==> config.mk <==
export PLATFORM = sky130hd
export DESIGN_NAME = btn_conditioner
export DESIGN_NICKNAME = d
export VERILOG_FILES = /design/src/rtl/btn_pkg.sv /design/src/rtl/btn_channel.sv /design/src/rtl/btn_conditioner.sv
export SDC_FILE = /design/constraint.sdc
export NUM_CORES = 1
export LEC_CHECK = 0
export ABC_AREA = 0
export CORE_MARGIN = 4
export CORE_UTILIZATION = 45
export DETAILED_ROUTE_END_ITERATION = 6
export PLACE_DENSITY = 0.65
export RECOVER_POWER = 100
export SLEW_MARGIN = 20
export SYNTH_ARGS = -nofsm -noshare
export SYNTH_HDL_FRONTEND = slang
export SYNTH_SLANG_ARGS = --single-unit
==> constraint.sdc <==
create_clock -name clk -period 3 [get_ports clk]
set_input_delay 0.3 -clock clk [delete_from_list [all_inputs] [get_ports clk]]
set_output_delay 0.3 -clock clk [all_outputs]
set_load 0.05 [all_outputs]
==> src/rtl/btn_pkg.sv <==
// Shared types and constants for the push-button conditioner.
package btn_pkg;

    typedef enum logic [1:0] {
        IDLE,
        DEB_PRESS,
        PRESSED,
        DEB_RELEASE
    } btn_state_t;

    localparam int DEFAULT_DEBOUNCE_CYCLES = 250000;    // 10 ms at 25 MHz
    localparam int DEFAULT_LONG_CYCLES     = 25000000;  // 1 s at 25 MHz

    // Bits needed to hold values 0..cycles without wrapping.
    function automatic int cnt_width(input int cycles);
        return (cycles < 1) ? 1 : $clog2(cycles + 1);
    endfunction

endpackage

==> src/rtl/btn_channel.sv <==
// One button channel: 2-flop synchronizer, debounce FSM and optional long-press
// counter (built only when BTN_LONG_PRESS_EN is defined).
module btn_channel
    import btn_pkg::*;
#(
    parameter int DEBOUNCE_CYCLES = DEFAULT_DEBOUNCE_CYCLES,
    parameter int LONG_CYCLES     = DEFAULT_LONG_CYCLES
) (
    input  logic clk,
    input  logic res,
    input  logic btn_in,
    output logic btn_level,
    output logic btn_press,
    output logic btn_release,
    output logic btn_toggle,
    output logic btn_long
);

    if (DEBOUNCE_CYCLES < 2 || LONG_CYCLES < 1) begin : g_bad_params
        $error("btn_channel: DEBOUNCE_CYCLES must be >= 2 and LONG_CYCLES >= 1");
    end

    localparam int            DW       = cnt_width(DEBOUNCE_CYCLES);
    localparam logic [DW-1:0] DEB_LAST = DW'(DEBOUNCE_CYCLES - 1);

    logic [1:0]    sync_q;
    logic          sync;
    btn_state_t    state_q, state_d;
    logic [DW-1:0] cnt_q, cnt_d;
    logic          level_q, level_d;
    logic          press_q, press_d;
    logic          release_q, release_d;
    logic          toggle_q, toggle_d;

    assign sync = sync_q[1];

    // NOTE: every register here uses <= so all flops sample pre-edge values together.
    always_ff @(posedge clk or negedge res) begin
        if (!res) begin
            sync_q    <= '0;
            state_q   <= IDLE;
            cnt_q     <= '0;
            level_q   <= 1'b0;
            press_q   <= 1'b0;
            release_q <= 1'b0;
            toggle_q  <= 1'b0;
        end else begin
            sync_q    <= {sync_q[0], btn_in};
            state_q   <= state_d;
            cnt_q     <= cnt_d;
            level_q   <= level_d;
            press_q   <= press_d;
            release_q <= release_d;
            toggle_q  <= toggle_d;
        end
    end

    // NOTE: defaults first so no path through the case leaves a signal unassigned (no latch).
    always_comb begin
        state_d   = state_q;
        cnt_d     = cnt_q;
        level_d   = level_q;
        press_d   = 1'b0;
        release_d = 1'b0;
        toggle_d  = toggle_q;
        case (state_q)
            IDLE: begin
                if (sync) begin
                    state_d = DEB_PRESS;
                    cnt_d   = '0;
                end
            end
            DEB_PRESS: begin
                if (!sync) begin
                    state_d = IDLE;
                end else if (cnt_q == DEB_LAST) begin
                    state_d  = PRESSED;
                    level_d  = 1'b1;
                    press_d  = 1'b1;
                    toggle_d = ~toggle_q;
                end else begin
                    cnt_d = cnt_q + 1'b1;
                end
            end
            PRESSED: begin
                if (!sync) begin
                    state_d = DEB_RELEASE;
                    cnt_d   = '0;
                end
            end
            DEB_RELEASE: begin
                if (sync) begin
                    state_d = PRESSED;
                end else if (cnt_q == DEB_LAST) begin
                    state_d   = IDLE;
                    level_d   = 1'b0;
                    release_d = 1'b1;
                end else begin
                    cnt_d = cnt_q + 1'b1;
                end
            end
            default: state_d = IDLE;
        endcase
    end

    assign btn_level   = level_q;
    assign btn_press   = press_q;
    assign btn_release = release_q;
    assign btn_toggle  = toggle_q;

`ifdef BTN_LONG_PRESS_EN
    localparam int            LW       = cnt_width(LONG_CYCLES);
    localparam logic [LW-1:0] LONG_MAX = LW'(LONG_CYCLES);

    logic [LW-1:0] long_cnt_q;
    logic          long_q;
    logic          holding;

    assign holding = (state_q == PRESSED) || (state_q == DEB_RELEASE);

    // Counter is zero on the press edge, so it reaches LONG_CYCLES that many edges later.
    always_ff @(posedge clk or negedge res) begin
        if (!res) begin
            long_cnt_q <= '0;
            long_q     <= 1'b0;
        end else begin
            long_q <= holding && !release_d && (long_cnt_q == LONG_MAX - 1'b1);
            if (press_d || release_d) begin
                long_cnt_q <= '0;
            end else if (holding && long_cnt_q != LONG_MAX) begin
                long_cnt_q <= long_cnt_q + 1'b1;
            end
        end
    end

    assign btn_long = long_q;
`else
    assign btn_long = 1'b0;
`endif

endmodule

==> src/rtl/btn_conditioner.sv <==
// Push-button front end: polarity normalisation and one btn_channel per pin.
// Long-press detection is built only when BTN_LONG_PRESS_EN is defined.
module btn_conditioner
    import btn_pkg::*;
#(
    parameter int N_BTN           = 2,
    parameter int DEBOUNCE_CYCLES = DEFAULT_DEBOUNCE_CYCLES,
    parameter int LONG_CYCLES     = DEFAULT_LONG_CYCLES,
    parameter int BTN_ACTIVE_LOW  = 1
) (
    input  logic             clk,
    input  logic             res,
    input  logic [N_BTN-1:0] btn_raw,
    output logic [N_BTN-1:0] btn_level,
    output logic [N_BTN-1:0] btn_press,
    output logic [N_BTN-1:0] btn_release,
    output logic [N_BTN-1:0] btn_toggle,
    output logic [N_BTN-1:0] btn_long
);

    logic [N_BTN-1:0] btn_norm;

    // Inside the design 1 always means pressed.
    assign btn_norm = (BTN_ACTIVE_LOW != 0) ? ~btn_raw : btn_raw;

    for (genvar i = 0; i < N_BTN; i++) begin : g_chan
        btn_channel #(
            .DEBOUNCE_CYCLES (DEBOUNCE_CYCLES),
            .LONG_CYCLES     (LONG_CYCLES)
        ) u_chan (
            .clk         (clk),
            .res         (res),
            .btn_in      (btn_norm[i]),
            .btn_level   (btn_level[i]),
            .btn_press   (btn_press[i]),
            .btn_release (btn_release[i]),
            .btn_toggle  (btn_toggle[i]),
            .btn_long    (btn_long[i])
        );
    end

endmodule

; ---- After elaboration in Yosys (flattened, before gate mapping)
; Cells that the tools add are included.
[classes]
add_sub_neg = 2
n_eq_ne = 24
mux = 46
n_bitwise = 3
reduce_logical = 12
[ops]
columns = op, n
row1 = 2-to-1 mux 18 bit, 10
row2 = case mux 18 bit (4 select lines), 2
row3 = "adder 18 x 1 -> 18 bit, second input constant", 2
row4 = "equality test 18 bit, second input constant", 2
row5 = 2-to-1 mux 2 bit, 12
row6 = 2-to-1 mux 1 bit, 18
row7 = "!= test 2 x 1 -> 1 bit, second input constant", 8
row8 = case mux 2 bit (4 select lines), 2
row9 = AND reduction 4 bit, 4
row10 = AND reduction 5 bit, 2
row11 = "equality test 2 bit, second input constant", 4
row12 = "!= test 2 bit, second input constant", 4
row13 = "!= test 3 x 1 -> 1 bit, second input constant", 2
row14 = "!= test 3 bit, second input constant", 2
row15 = AND reduction 3 bit, 2
row16 = "equality test 2 x 1 -> 1 bit, second input constant", 2
row17 = zero test 2 bit, 2
row18 = case mux 1 bit (2 select lines), 2
row19 = nonzero test 2 bit, 2
row20 = inverter 1 bit, 2
row21 = inverter 2 bit, 1
[totals]
ff_bits = 52
in_bits = 4
out_inout_bits = 10
word_cells = 101

; ---- Longest topological paths before layout
; Gate-level depths: netlist (run 1).
[logic_depth]
ltp_word = 4
mapped_depth = 7
ltp_nobuf = 6

; ---- Modules after synthesis
; Synthesis (run 1) repeated with hierarchy kept, for this count alone.
[hier_totals]
cells_unflattened = 312
area_unflattened_um2 = 3017.9
[modules_own_cells]
columns = mod, n_inst, cells_each, area_per_inst_um2, seq_area_each_um2
row1 = btn_channel at g_chan[1].u_chan, 1, 152, 1520.2, 650.6
row2 = btn_channel at g_chan[0].u_chan, 1, 158, 1490.2, 650.6
row3 = btn_conditioner, 1, 2, 7.5, 0.0

; ---- Least setup slack after synthesis (run 1)
; Ideal clock, no wire load.
[synth_timing]
path_kind = flip-flop to flip-flop
from = reg g_chan[0].u_chan.cnt_q[0]
to = reg (tool-made name)
setup_time_ns = 0.128
arrival_ns = 2.000
required_ns = 2.872
setup_slack_ns = 0.872
stages_incl_launch_ff = 7
n_path_buf = 0
synth_period_minus_slack_ns = 2.128
path_cell_list = dfrtp_1 -> ha_1 -> nand3_1 -> or2_2 -> nor4_4 -> and2_1 -> mux2_1
[synth_rtl]
columns = item, line
row1 = from (decl), btn_channel.sv:29  ; logic [DW-1:0] cnt_q, cnt_d;
row2 = from (signal assigned), btn_channel.sv:50  ; cnt_q <= cnt_d;

==> run_results.csv, run 1 <==
group,metric,value,unit
cells_and_area,multi_input_area,0.001249,mm2
synthesis,yosys.area.top_type,"dfrtp_1",
clock_network,cts_tree,"built",
global_route,grt.total_usage,14.15,%
detailed_routing,vias_per_cell,5.481,
detailed_routing,vias,2017,
synthesis,synthCells,287,
detailed_routing,drtIter0Drc,81,
global_route,antenna_found_initial,0,
floorplan,row_count,28,
critical_path,start_kind,"flip-flop",
global_route,grt-ovfl-total,0,
detailed_routing,avgRoutedWirePerCell,12.96,um
cells_and_area,layout_commonest_cell,"dfrtp_1",
synthesis,synth_top_area_share,47.77,%
sta,setup_viol,0,
clock_network,cts_htree_levels,2,
synthesis,synth-seq-cells,52,
floorplan,die_w,85.80,um
synthesis,synth_area,0.002724,mm2
synthesis,yosysWarnings,0,
cells_and_area,drive_above_1_share,5.461,%
sta,setup_tns,0,ps
sta,worst_slack,439.7,ps
floorplan,initial_core_util,46.28,%
status,status,"finished, final reports clean",
detailed_routing,drc,0,
cells_and_area,ff_latch_area,0.001301,mm2
place,pre_cts_slack,639.8,ps
detailed_routing,firstDrtPassIters,4,
place,portBuffers,11,
synthesis,synth_cell_type_count,52,
clock_network,clk_pin_slew_worst_paths,80,ps
critical_path,crit_arrival,2750,ps
critical_path,crit_cells,6,
floorplan,die_h,85.80,um
floorplan,dieArea,0.007362,mm2
sta,fmax,0.3906,GHz
sta,slew_headroom,39.19,%
cells_and_area,n_antenna_cell,0,
synthesis,synthFlopType,"dfrtp_1",
sta,fin_crit_sh,85.34,%
global_route,grt_max_degree,36,
clock_network,cts_resized,0,
critical_path,path_class,"reg2reg",
global_route,grt_pass1_vias,1882,
hold_path,holdPathStages,0,
power_and_ir_drop,p_per_area,418.2,mW/mm2
sta,rsz0062_at_grt,"no",
sta,hold_violations,0,
cells_and_area,syn_to_final_growth,6.339,%
run,cap_violations,0,
detailed_routing,ant_nets,0,
cells_and_area,mostFrequentLayoutCells,"dfrtp_1 (52), nand2_1 (41), nor2_1 (24)",
critical_path,worstPathCellList,"ha_1, nand3_1, or2_2, nor4_2, and2_1, mux2_1",
global_route,grt_pass1_wl,8487,um
clock_network,clockBufferDepth,2,
clock_network,clock_sinks,52,
sta,worst-slew-pin-transition,912.2,ps
sta,slew_viol_final,0,
place,dp_hpwl,3385,um
clock_network,cts-buffers-inserted,5,
synthesis,synthArstFlopShare,100.0,%
cells_and_area,fin_nets,299,
detailed_routing,wl,4771,um
power_and_ir_drop,peakVddDrop,0.0002045,V
synthesis,synth_area_leaders,"dfrtp_1 (48%), nand2_1 (5.6%), nor2_1 (3.3%)",
critical_path,worst_ep_required_time,3190,ps
critical_path,cp.buffers_inverters,0,
sta,finClkSkew,6.560,ps
sta,min_period,2560,ps
floorplan,design.core.area,0.005886,mm2
synthesis,synth_seq_area_share,47.77,%
clock_network,ctsHoldBuffers,1,
critical_path,crit_path_end_kind,"flip-flop",
critical_path,critPathMaxFanout,8,
place,routabilityCongestion,0.8638,
synthesis,avgSynthCellArea,9.491,um2
hold_path,min_path_type,"reg2reg",
floorplan,ios,14,
power_and_ir_drop,cellLeakagePower,1.274,nW
critical_path,slowest_stage,"nor4_2",
critical_path,ff2ff_path_depth,6,
clock_network,postCtsSetupBuffers,0,
clock_network,clock-root-buffer,"clkbuf_8",
clock_network,clock_latency,300,ps
critical_path,crit_family,"simple AND/OR/NAND/NOR gates",
synthesis,synth_edf_count,0,
critical_path,slowest_delay,660,ps
cells_and_area,n_fill_cell,546,
[logic make-up (layout without fill, tap and decap cells)]
group	after synthesis	count (layout)	synth area share, %
AO/OA/AOI/OAI	45	45	11.16
adder cells (fa/ha/maj)	2	2	0.9185
XOR/XNOR	15	15	4.823
other	1	2	0.1377
flip-flops	52	52	47.77
AND/OR/NAND/NOR	138	138	27.29
buffers and inverters	28	33	5.558
multiplexers	6	6	2.343
[final timing paths]
kind                                            start                          to  slack, ps
max in group asynchronous                         res  g_chan[1].u_chan.cnt_q[13]       1040
max reg2reg                 g_chan[0].u_chan.cnt_q[0]                   flip-flop        440
min                        g_chan[1].u_chan.sync_q[0]  g_chan[1].u_chan.sync_q[1]        350
max                         g_chan[0].u_chan.cnt_q[0]                   flip-flop        440
min in group asynchronous                         res   g_chan[1].u_chan.cnt_q[5]        640
min reg2reg                g_chan[1].u_chan.sync_q[0]  g_chan[1].u_chan.sync_q[1]        350
[metal layers]
metal	wire length (um)	GRT usage, %	part of all wire, %
met5	0	0	0
met4	73	4.317	1.5
met3	202	3.170	4.2
met2	2289	23.80	48
met1	2207	18.22	46
[stage by stage]
step | instances | instance area [um2] | utilization, % | power [W] | hold WS [ps]
2_1_floorplan | 288 | 2728 | - | 0.0008196 | 4.409
3_3_place_gp | 360 | 2843 | 48.30 | 0.0008505 | 241.2
3_5_place_dp | 360 | 2843 | 48.30 | 0.0008543 | 246.0
4_1_cts | 368 | 2930 | 49.79 | 0.001235 | 355.3
5_1_grt | 368 | 2897 | 49.21 | 0.001275 | 359.5
6_report | 368 | 2897 | 49.21 | 0.001211 | 351.5
[Yosys cell counts, drive strengths merged (4+ instances only)]
library cell and n:
or3 4, nor3 6, a22o 6, buf 13
nand4 10, nor4 6, xor2 9, inv 10
clkbuf 5, nand2 41, o21ai 15, xnor2 6
dfrtp 52, nand3 16, or4 4, and3 6
a21oi 7, nor2 24
[registers in the layout, summed over array words and instances, names as in the netlist, named ones only]
signal and cells:
g_chan.u_chan.btn_press 2, g_chan.u_chan.btn_level 2, g_chan.u_chan.btn_release 2, g_chan.u_chan.sync_q 4, g_chan.u_chan.btn_toggle 2, g_chan.u_chan.cnt_q 36, g_chan.u_chan.state_q 2
[cell type report]
type                       count  share of cell area, %
sequential                    52                  44.92
multi-input combinational    208                  43.11
timing repair buffer          16                  4.752
tap                           75                  3.240
clock buffer                   6                  2.505
inverter                      10                  1.296
clock inverter                 1                 0.1728
[where the power goes]
part           internal [W]  total (W)  switching [W]  leakage [nW]
combinational     0.0000299  0.0000825      0.0000526         0.526
clock              0.000159   0.000375       0.000216        0.0410
sequential         0.000722   0.000753      0.0000314         0.708
total              0.000911    0.00121       0.000300          1.27
[worst register-to-register path, stage by stage (launching register included)]
cell	delay, ps
dfrtp_1	430
ha_1	220
nand3_1	180
or2_2	360
nor4_2	660
and2_1	280
mux2_1	330
(Power assumes the default switching activity.)
==> inputs of run 2 (changes only) <==
- CELL_PAD_IN_SITES_DETAIL_PLACEMENT: not set -> 0
- CELL_PAD_IN_SITES_GLOBAL_PLACEMENT: not set -> 1
- PLACE_DENSITY: 0.65 -> 0.79
==> run 2 against run 1 <==
Power grew 8.4%. First-iteration DRC count grew 16%. Routed wire length grew 7.7%. Non-clock buffer count is the same. Global-route usage grew 1.2 points. Setup slack lost 8.9 ps. Via count is essentially flat. Core utilization grew 0.49 points. Sequential share of layout area shrank 0.44 points. Final area grew 0.99%.
==> run_results.csv, run 2 (synthesis results as in run 1) <==
group,metric,value,unit
status,status,"finished, final reports clean",
cells_and_area,drive_above_1_share,6.463,%
clock_network,ctsHoldBuffers,1,
floorplan,row_count,28,
run,cap_violations,0,
power_and_ir_drop,switchingPower,0.0003125,W
place,dp_hpwl,3586,um
sta,finClkSkew,8.324,ps
cells_and_area,syn_to_final_growth,7.396,%
cells_and_area,n_fill_cell,571,
cells_and_area,layout_commonest_cell,"dfrtp_1",
detailed_routing,vias_per_cell,5.463,
sta,hold_violations,0,
detailed_routing,avgRoutedWirePerCell,13.92,um
power_and_ir_drop,cellLeakagePower,1.287,nW
detailed_routing,ant_nets,0,
clock_network,clockBufferDepth,2,
detailed_routing,drc,0,
place,dpl-instance-area,0.002843,mm2
detailed_routing,vias,2016,
detailed_routing,firstDrtPassIters,4,
detailed_routing,wl,5138,um
critical_path,crit_arrival,2760,ps
cells_and_area,postLayoutCellArea,0.002925,mm2
sta,fin_crit_sh,85.64,%
global_route,antenna_found_initial,0,
clock_network,clk_pin_slew_worst_paths,90,ps
clock_network,cts-buffers-inserted,5,
floorplan,dieArea,0.007362,mm2
detailed_routing,drtIter0Drc,94,
hold_path,min_path_type,"reg2reg",
sta,setup_viol,0,
sta,worst-slew-pin-transition,999.8,ps
cells_and_area,max_flop_register,"g_chan.u_chan.cnt_q",
floorplan,initial_core_util,46.28,%
critical_path,worst_ep_required_time,3190,ps
sta,fmax,0.3892,GHz
clock_network,cts_tree,"built",
cells_and_area,post-route-util,49.70,%
cells_and_area,multi_input_area,0.001247,mm2
place,portBuffers,11,
global_route,grt_pass1_wl,9163,um
critical_path,path_class,"reg2reg",
power_and_ir_drop,clockPowerShare,36.2,%
sta,slew_headroom,33.35,%
floorplan,ios,14,
power_and_ir_drop,comb_power_share,6.4,%
cells_and_area,largest_register_ffs,36,
critical_path,crit_path_end_kind,"flip-flop",
global_route,grt_pass1_vias,1955,
place,routabilityCongestion,0.8074,
power_and_ir_drop,internal_power,0.001001,W
sta,min_period,2569,ps
cells_and_area,fin_nets,299,
cells_and_area,mostFrequentLayoutCells,"dfrtp_1 (52), nand2_1 (41), nor2_1 (24)",
floorplan,die_h,85.80,um
sta,rsz0062_at_grt,"no",
floorplan,die_w,85.80,um
clock_network,cts_htree_levels,2,
clock_network,clock-root-buffer,"clkbuf_8",
power_and_ir_drop,p_per_area,448.9,mW/mm2
clock_network,postCtsSetupBuffers,0,
cells_and_area,n_antenna_cell,0,
cells_and_area,ff_latch_area,0.001301,mm2
power_and_ir_drop,switching_share,23.80,%
global_route,grt-ovfl-total,0,
critical_path,critPathMaxFanout,17,
global_route,grt_max_degree,35,
clock_network,cts_resized,0,
sta,setup_tns,0,ps
clock_network,clock_sinks,52,
global_route,grt.total_usage,15.32,%
clock_network,clock_latency,300,ps
critical_path,start_kind,"flip-flop",
power_and_ir_drop,peakVddDrop,0.0002944,V
sta,slew_viol_final,0,
floorplan,design.core.area,0.005886,mm2
power_and_ir_drop,p_seq_share,57.4,%
cells_and_area,largestRegisters,"g_chan.u_chan.cnt_q x36, g_chan.u_chan.sync_q x4",
-- run 2: changes by cell type in the layout (fill, tap and decap cells not counted), sizes merged --
cell,change
bufinv,+1
-- run 2: layout make-up --
| class | instances | share of cell area, % |
|---|---|---|
| repair buffers | 16 | 4.705 |
| well taps | 75 | 3.208 |
| flip-flops and latches | 52 | 44.48 |
| multi-input cells | 208 | 42.64 |
| clock buffers | 6 | 2.481 |
| clock inverters | 2 | 1.198 |
| inverters | 10 | 1.283 |
-- run 2: metrics by stage --
stage          hold WS [ps]  cells   power, W  setup WS, ps
2_1_floorplan         4.409    288  0.0008196         872.5
3_3_place_gp          253.0    360  0.0008521         726.9
3_5_place_dp          262.9    360  0.0008558         664.5
4_1_cts               360.0    369   0.001336         657.2
5_1_grt               380.2    369   0.001376         299.7
6_report              356.7    369   0.001313         430.8
-- run 2: worst max-delay path, cell delays in order, from the launching register on --
cell     delay [ps]
dfrtp_1         470
or4_2           670
nor4_1          670
a21o_4          320
nor4b_1          80
a211o_1         260
-- run 2: metal layers --
metal	wire (um)	vias to the layer above	track usage, %
li1	-	1022	-
met1	2390	960	19.73
met2	2511	24	25.64
met3	137	10	3.170
met4	99	0	5.324
met5	0	-	0
-- run 2: path summary, 6_finish.rpt --
| path | startpoint | end | slack [ps] | cells past startpoint |
|---|---|---|---|---|
| setup / recovery | g_chan[1].u_chan.cnt_q[10] | g_chan[1].u_chan.cnt_q[16] | 430 | 5 |
| hold / removal | g_chan[0].u_chan.sync_q[0] | g_chan[0].u_chan.sync_q[1] | 360 | 0 |
| setup reg to reg | g_chan[1].u_chan.cnt_q[10] | g_chan[1].u_chan.cnt_q[16] | 430 | 5 |
| hold reg to reg | g_chan[0].u_chan.sync_q[0] | g_chan[0].u_chan.sync_q[1] | 360 | 0 |
| max in group asynchronous | res | g_chan[0].u_chan.btn_level | 970 | 3 |
| min in group asynchronous | res | g_chan[1].u_chan.btn_release | 670 | 2 |
-- run 2: power by group through the flow --
stage	Combinational, W	Sequential, W	Clock (W)
after detailed placement	0.0000880	0.000768	0
after global routing	0.0000975	0.000759	0.000520
final	0.0000840	0.000754	0.000475
after floorplan	0.0000620	0.000758	0
after CTS	0.0000892	0.000754	0.000494
after global placement	0.0000862	0.000766	0
==> inputs of run 3 (changes only) <==
- SETUP_SLACK_MARGIN: not set -> 0.15
==> results of run 3 <==
Final layout, timing and power as in run 2 (identical DEF).
==> edit 1 (settings of run 1) <==
Add an input register stage for `btn_raw`, without a reset; this delays it by one clock. The other inputs are not delayed to match.
--- a/src/rtl/btn_conditioner.sv
+++ b/src/rtl/btn_conditioner.sv
@@ -19,8 +19,14 @@
 );
 
+    logic [N_BTN-1:0] btn_raw_q;
+
+    always_ff @(posedge clk) begin
+        btn_raw_q <= btn_raw;
+    end
+
     logic [N_BTN-1:0] btn_norm;
 
     // Inside the design 1 always means pressed.
-    assign btn_norm = (BTN_ACTIVE_LOW != 0) ? ~btn_raw : btn_raw;
+    assign btn_norm = (BTN_ACTIVE_LOW != 0) ? ~btn_raw_q : btn_raw_q;
 
     for (genvar i = 0; i < N_BTN; i++) begin : g_chan
Behaviour: same outputs for any inputs over 10 cycles, from zero or initial values; that may be too few to reach the edited logic, so the function may still have changed.
==> edit 1 against run 1 <==
- sequential share of layout area fell by 1.1 points
- sequential cell count up 2
- power is 4.7% higher
- worst setup slack improved by 0.26 ns
- count of clock-buffer cells in the layout is the same
- global-route usage grew 1.8 points
- routed wire length increased by 15%
- final area is 5.7% higher
- synthesized area is 6.1% higher
- critical path depth fell by 1
- clock skew about the same
- via count rose by 9.4%
- die area rose by 5.5%
- highest routed layer unchanged
==> edit 1: results (changes against run 1) <==
[status]
status=finished clean

[synth]
avgSynthCellArea_sq_um=9.66  ; +1.8%
synth_commonest_cells=dfrtp_1, nand2_1, nor2_1, a21oi_1, nand3_1
ys_seq_area_share_pct=46.4  ; -1.3 points
synth_compound_area_share_pct=14.3  ; +3.2 points
synth-seq-cells=54  ; +3.8%
synth_fa_ha_area_share_pct=0.866  ; -0.053 points
ys_types=57  ; +9.6%
synth.area.top_cells=dfrtp_1, buf_4, nand2_1
yosys.area_share.xor_xnor_pct=3.90  ; -0.93 points

[place]
dp_slack_ns=1.04  ; +0.399 ns
hpwl_um=3780  ; +12%
placedInstanceArea_sq_mm=0.00299  ; +5.3%

[grt]
grt_pass1_vias=2096  ; +11%
grtUsageTotal_pct=15.9  ; +1.8 points
grt_pass1_wl_um=9870  ; +16%

[cells_and_area]
final-clk-cell-share_pct=2.82  ; +0.14 points
seq_area_share_pct=43.8  ; -1.1 points
multi_input_cells=213  ; +2.4%
nets=306  ; +2.3%
layout-drive-gt1-share_pct=8.31  ; +2.8 points
multi_input_area_sq_mm=0.00137  ; +9.5%
non_clock_buffer_area_share_pct=4.50  ; -0.25 points
buffers=17  ; +1
fill_cells=565  ; +3.5%
finish.instance_area_sq_mm=0.00306  ; +5.7%
nNonClkInverters=9  ; -1
final_core_util_pct=50.5  ; +1.3 points

[power]
power_mw=1.27  ; +4.7%
p_clk_mw=0.412  ; +9.9%
switchingPower_mw=0.327  ; +9.0%
ir_drop_uv=257  ; +26%
p_comb_share_pct=6.1  ; -0.7 points
p_leak_nw=1.30  ; +1.7%

[sta]
fin_skew_ns=0.00609  ; -0.000469 ns
max_freq_ghz=0.434  ; +11%
relSlewSlack_pct=22.6  ; -17 points

[setup_path]
cp.arrival_ns=2.51  ; -0.24 ns
critPathSlowestCell=xnor2_1
crit_fanout=15  ; +7
r2r_cells=5  ; -1
cp_top_family=XOR/XNOR gates
critPathMaxStageDelay_ns=0.93  ; +0.27 ns

[detailed_routing]
viasPerCell=5.87  ; +7.1%
met2_length_um=2600  ; +13%
num_vias=2207  ; +9.4%
wl_met3_um=152  ; -25%

[clocking]
cts_made_buffers=5  ; unchanged

edit 1: routing by layer:
| metal | vias up | global-route usage [%] |
|---|---|---|
| met4 | 0 | 4.12 |
| met2 | 22 | 26.0 |
| met3 | 8 | 3.76 |
| met1 | 1077 | 21.4 |
| met5 | - | 0 |
| li1 | 1100 | - |
edit 1: worst min-delay path by stage:
stage	startpoint	to	slack, ns	depth (start not counted)
2_1_floorplan	res	asynchronous set/reset pin	0.004	0
3_3_place_gp	res	g_chan[0].u_chan.btn_press	0.23	1
3_5_place_dp	res	g_chan[0].u_chan.btn_toggle	0.23	1
4_1_cts	g_chan[1].u_chan.sync_q[0]	g_chan[1].u_chan.sync_q[1]	0.36	0
5_1_grt	g_chan[1].u_chan.sync_q[0]	g_chan[1].u_chan.sync_q[1]	0.37	0
6_report	g_chan[1].u_chan.sync_q[0]	g_chan[1].u_chan.sync_q[1]	0.36	0
==> edit 2 (config.mk and constraints of run 1) <==
Made on the original files. Add a define of `BTN_LONG_PRESS_EN`.
--- a/src/rtl/btn_channel.sv
+++ b/src/rtl/btn_channel.sv
@@ -1,4 +1,6 @@
 // One button channel: 2-flop synchronizer, debounce FSM and optional long-press
 // counter (built only when BTN_LONG_PRESS_EN is defined).
+`define BTN_LONG_PRESS_EN
+
 module btn_channel
     import btn_pkg::*;
Function: same outputs for any inputs over 10 cycles, from zero or initial values; that may be too few to reach the edited logic, so the function may still have changed.
==> edit 2 against run 1 <==
- power is 130% higher
- routed wire length up 120%
- global-route usage increased by 2.0 points
- synthesized area grew 100%
- sequential cell count grew 52
- critical path type unchanged
- worst setup slack got worse by 0.011 ns
- hold slack lost 0.00064 ns
- largest cell class is now multi-input gates
- the run now ends with max-capacitance violations, max-slew violations left
- final area rose by 110%
==> edit 2: results (changes against run 1) <==
[sta]
drv_slew=83  ; +83
fin_skew_ns=0.00753  ; +0.000971 ns
worst_pin_slew_ns=2.02  ; +1.10 ns

[detailed_routing]
drt_iter0_drc=312  ; +290%
dr.pass1.iters=4  ; unchanged
wire_per_inst_um=14.3  ; +10%

[setup_path]
crit_fanout=9  ; +1
r2r_cells=5  ; -1
worstReg2RegStart=g_chan[1].u_chan.cnt_q[4]

[status]
violations=max-capacitance violations, max-slew violations
status=complete, but fails checks

[cells_and_area]
nets=586  ; +96%
stdcell_count=749  ; +100%
reg.largest.list=g_chan.u_chan.long_cnt_q: 50 flops, g_chan.u_chan.cnt_q: 36 flops, g_chan.u_chan.sync_q: 4 flops
layout-drive-gt1-share_pct=6.20  ; +0.74 points

[clocking]
cts_made_buffers=9  ; +4
cts_max_level=3  ; +1
root_buffer=clkbuf_16
cts.clk_slew.worst_paths_ns=0.06  ; -0.02 ns
clock_latency_ns=0.35  ; +0.05 ns

[place]
gp_congestion=0.830  ; -3.9%
hpwl_um=7280  ; +120%
dpl.cell_count=733  ; +100%
io_buffers=13  ; +2

[grt]
grt_pass1_vias=4004  ; +110%
grt_max_degree=83  ; +130%
grtUsageTotal_pct=16.1  ; +2.0 points
antenna_found_initial=0  ; unchanged
grt_pass1_wl_um=19100  ; +120%

[synth]
synth_commonest_cells=dfrtp_1, nor2_1, nand2_1, nand3_1, xor2_1
ys_seq_area_share_pct=46.9  ; -0.91 points
synth.area.top_cells=dfrtp_1, xor2_1, nor2_1
netlist_instances=578  ; +100%
ys_types=53  ; +1.9%

[power]
ir_drop_uv=296  ; +45%
p_leak_nw=2.59  ; +100%

[hold_path]
hold_path_class=reg -> reg

[run]
drv_cap=1  ; +1

edit 2: metal layers:
layer / up-vias / global-route usage [%] / share of wire (%)
met5: - / 0 / 0
met4: 0 / 4.63 / 1.2
met3: 12 / 3.89 / 3.7
met2: 76 / 26.1 / 48
met1: 2020 / 21.6 / 48
li1: 2055 / - / -
edit 2: how the worst min path moves through the flow:
stage / start / slack, ns / end / cells past startpoint
final: g_chan[1].u_chan.sync_q[0] / 0.35 / g_chan[1].u_chan.sync_q[1] / 0
after detailed placement: g_chan[1].u_chan.sync_q[0] / 0.34 / g_chan[1].u_chan.sync_q[1] / 0
after global placement: g_chan[1].u_chan.sync_q[0] / 0.34 / g_chan[1].u_chan.sync_q[1] / 0
after floorplan: res / 0.004 / asynchronous set/reset pin / 0
after global routing: g_chan[0].u_chan.sync_q[0] / 0.37 / g_chan[0].u_chan.sync_q[1] / 0
after CTS: res / 0.17 / g_chan[1].u_chan.long_cnt_q[7] / 1
edit 2: cell type report:
cell class / count / area, sq um
clock buffer: 14 / 284
clock inverter: 2 / 35.0
fill: 1145 / 6050
inverter: 16 / 60.1
multi-input combinational: 423 / 2650
sequential: 104 / 2600
tap: 168 / 210
timing repair buffer: 22 / 178
edit 2: stage by stage:
step	worst slack (ns)	area [sq um]
after floorplan	0.755	5550
after detailed placement	0.632	5760
after global placement	0.685	5760
after global routing	0.248	6010
final	0.429	6010
after CTS	0.606	6080
edit 2: critical path, stage by stage (launching register included):
cell	delay [ns]
dfrtp_1	0.46
or4_1	0.54
nor4_1	0.58
and2_1	0.36
mux2_1	0.35
a22o_1	0.17
edit 2: logic make-up after synthesis:
kind of cell,share of synthesized area [%]
multiplexers,1.37
flip-flops,46.9
AO/OA/AOI/OAI,7.77
buffers and inverters,4.69
adder cells (fa/ha/maj),1.35
AND/OR/NAND/NOR,28.8
XOR/XNOR,9.12
edit 2: report_power, final:
part / internal [mW] / switching (mW) / total, mW / leakage (nW)
clock: 0.737 / 0.500 / 1.24 / 0.159
combinational: 0.0219 / 0.0537 / 0.0756 / 0.998
sequential: 1.42 / 0.0256 / 1.44 / 1.44
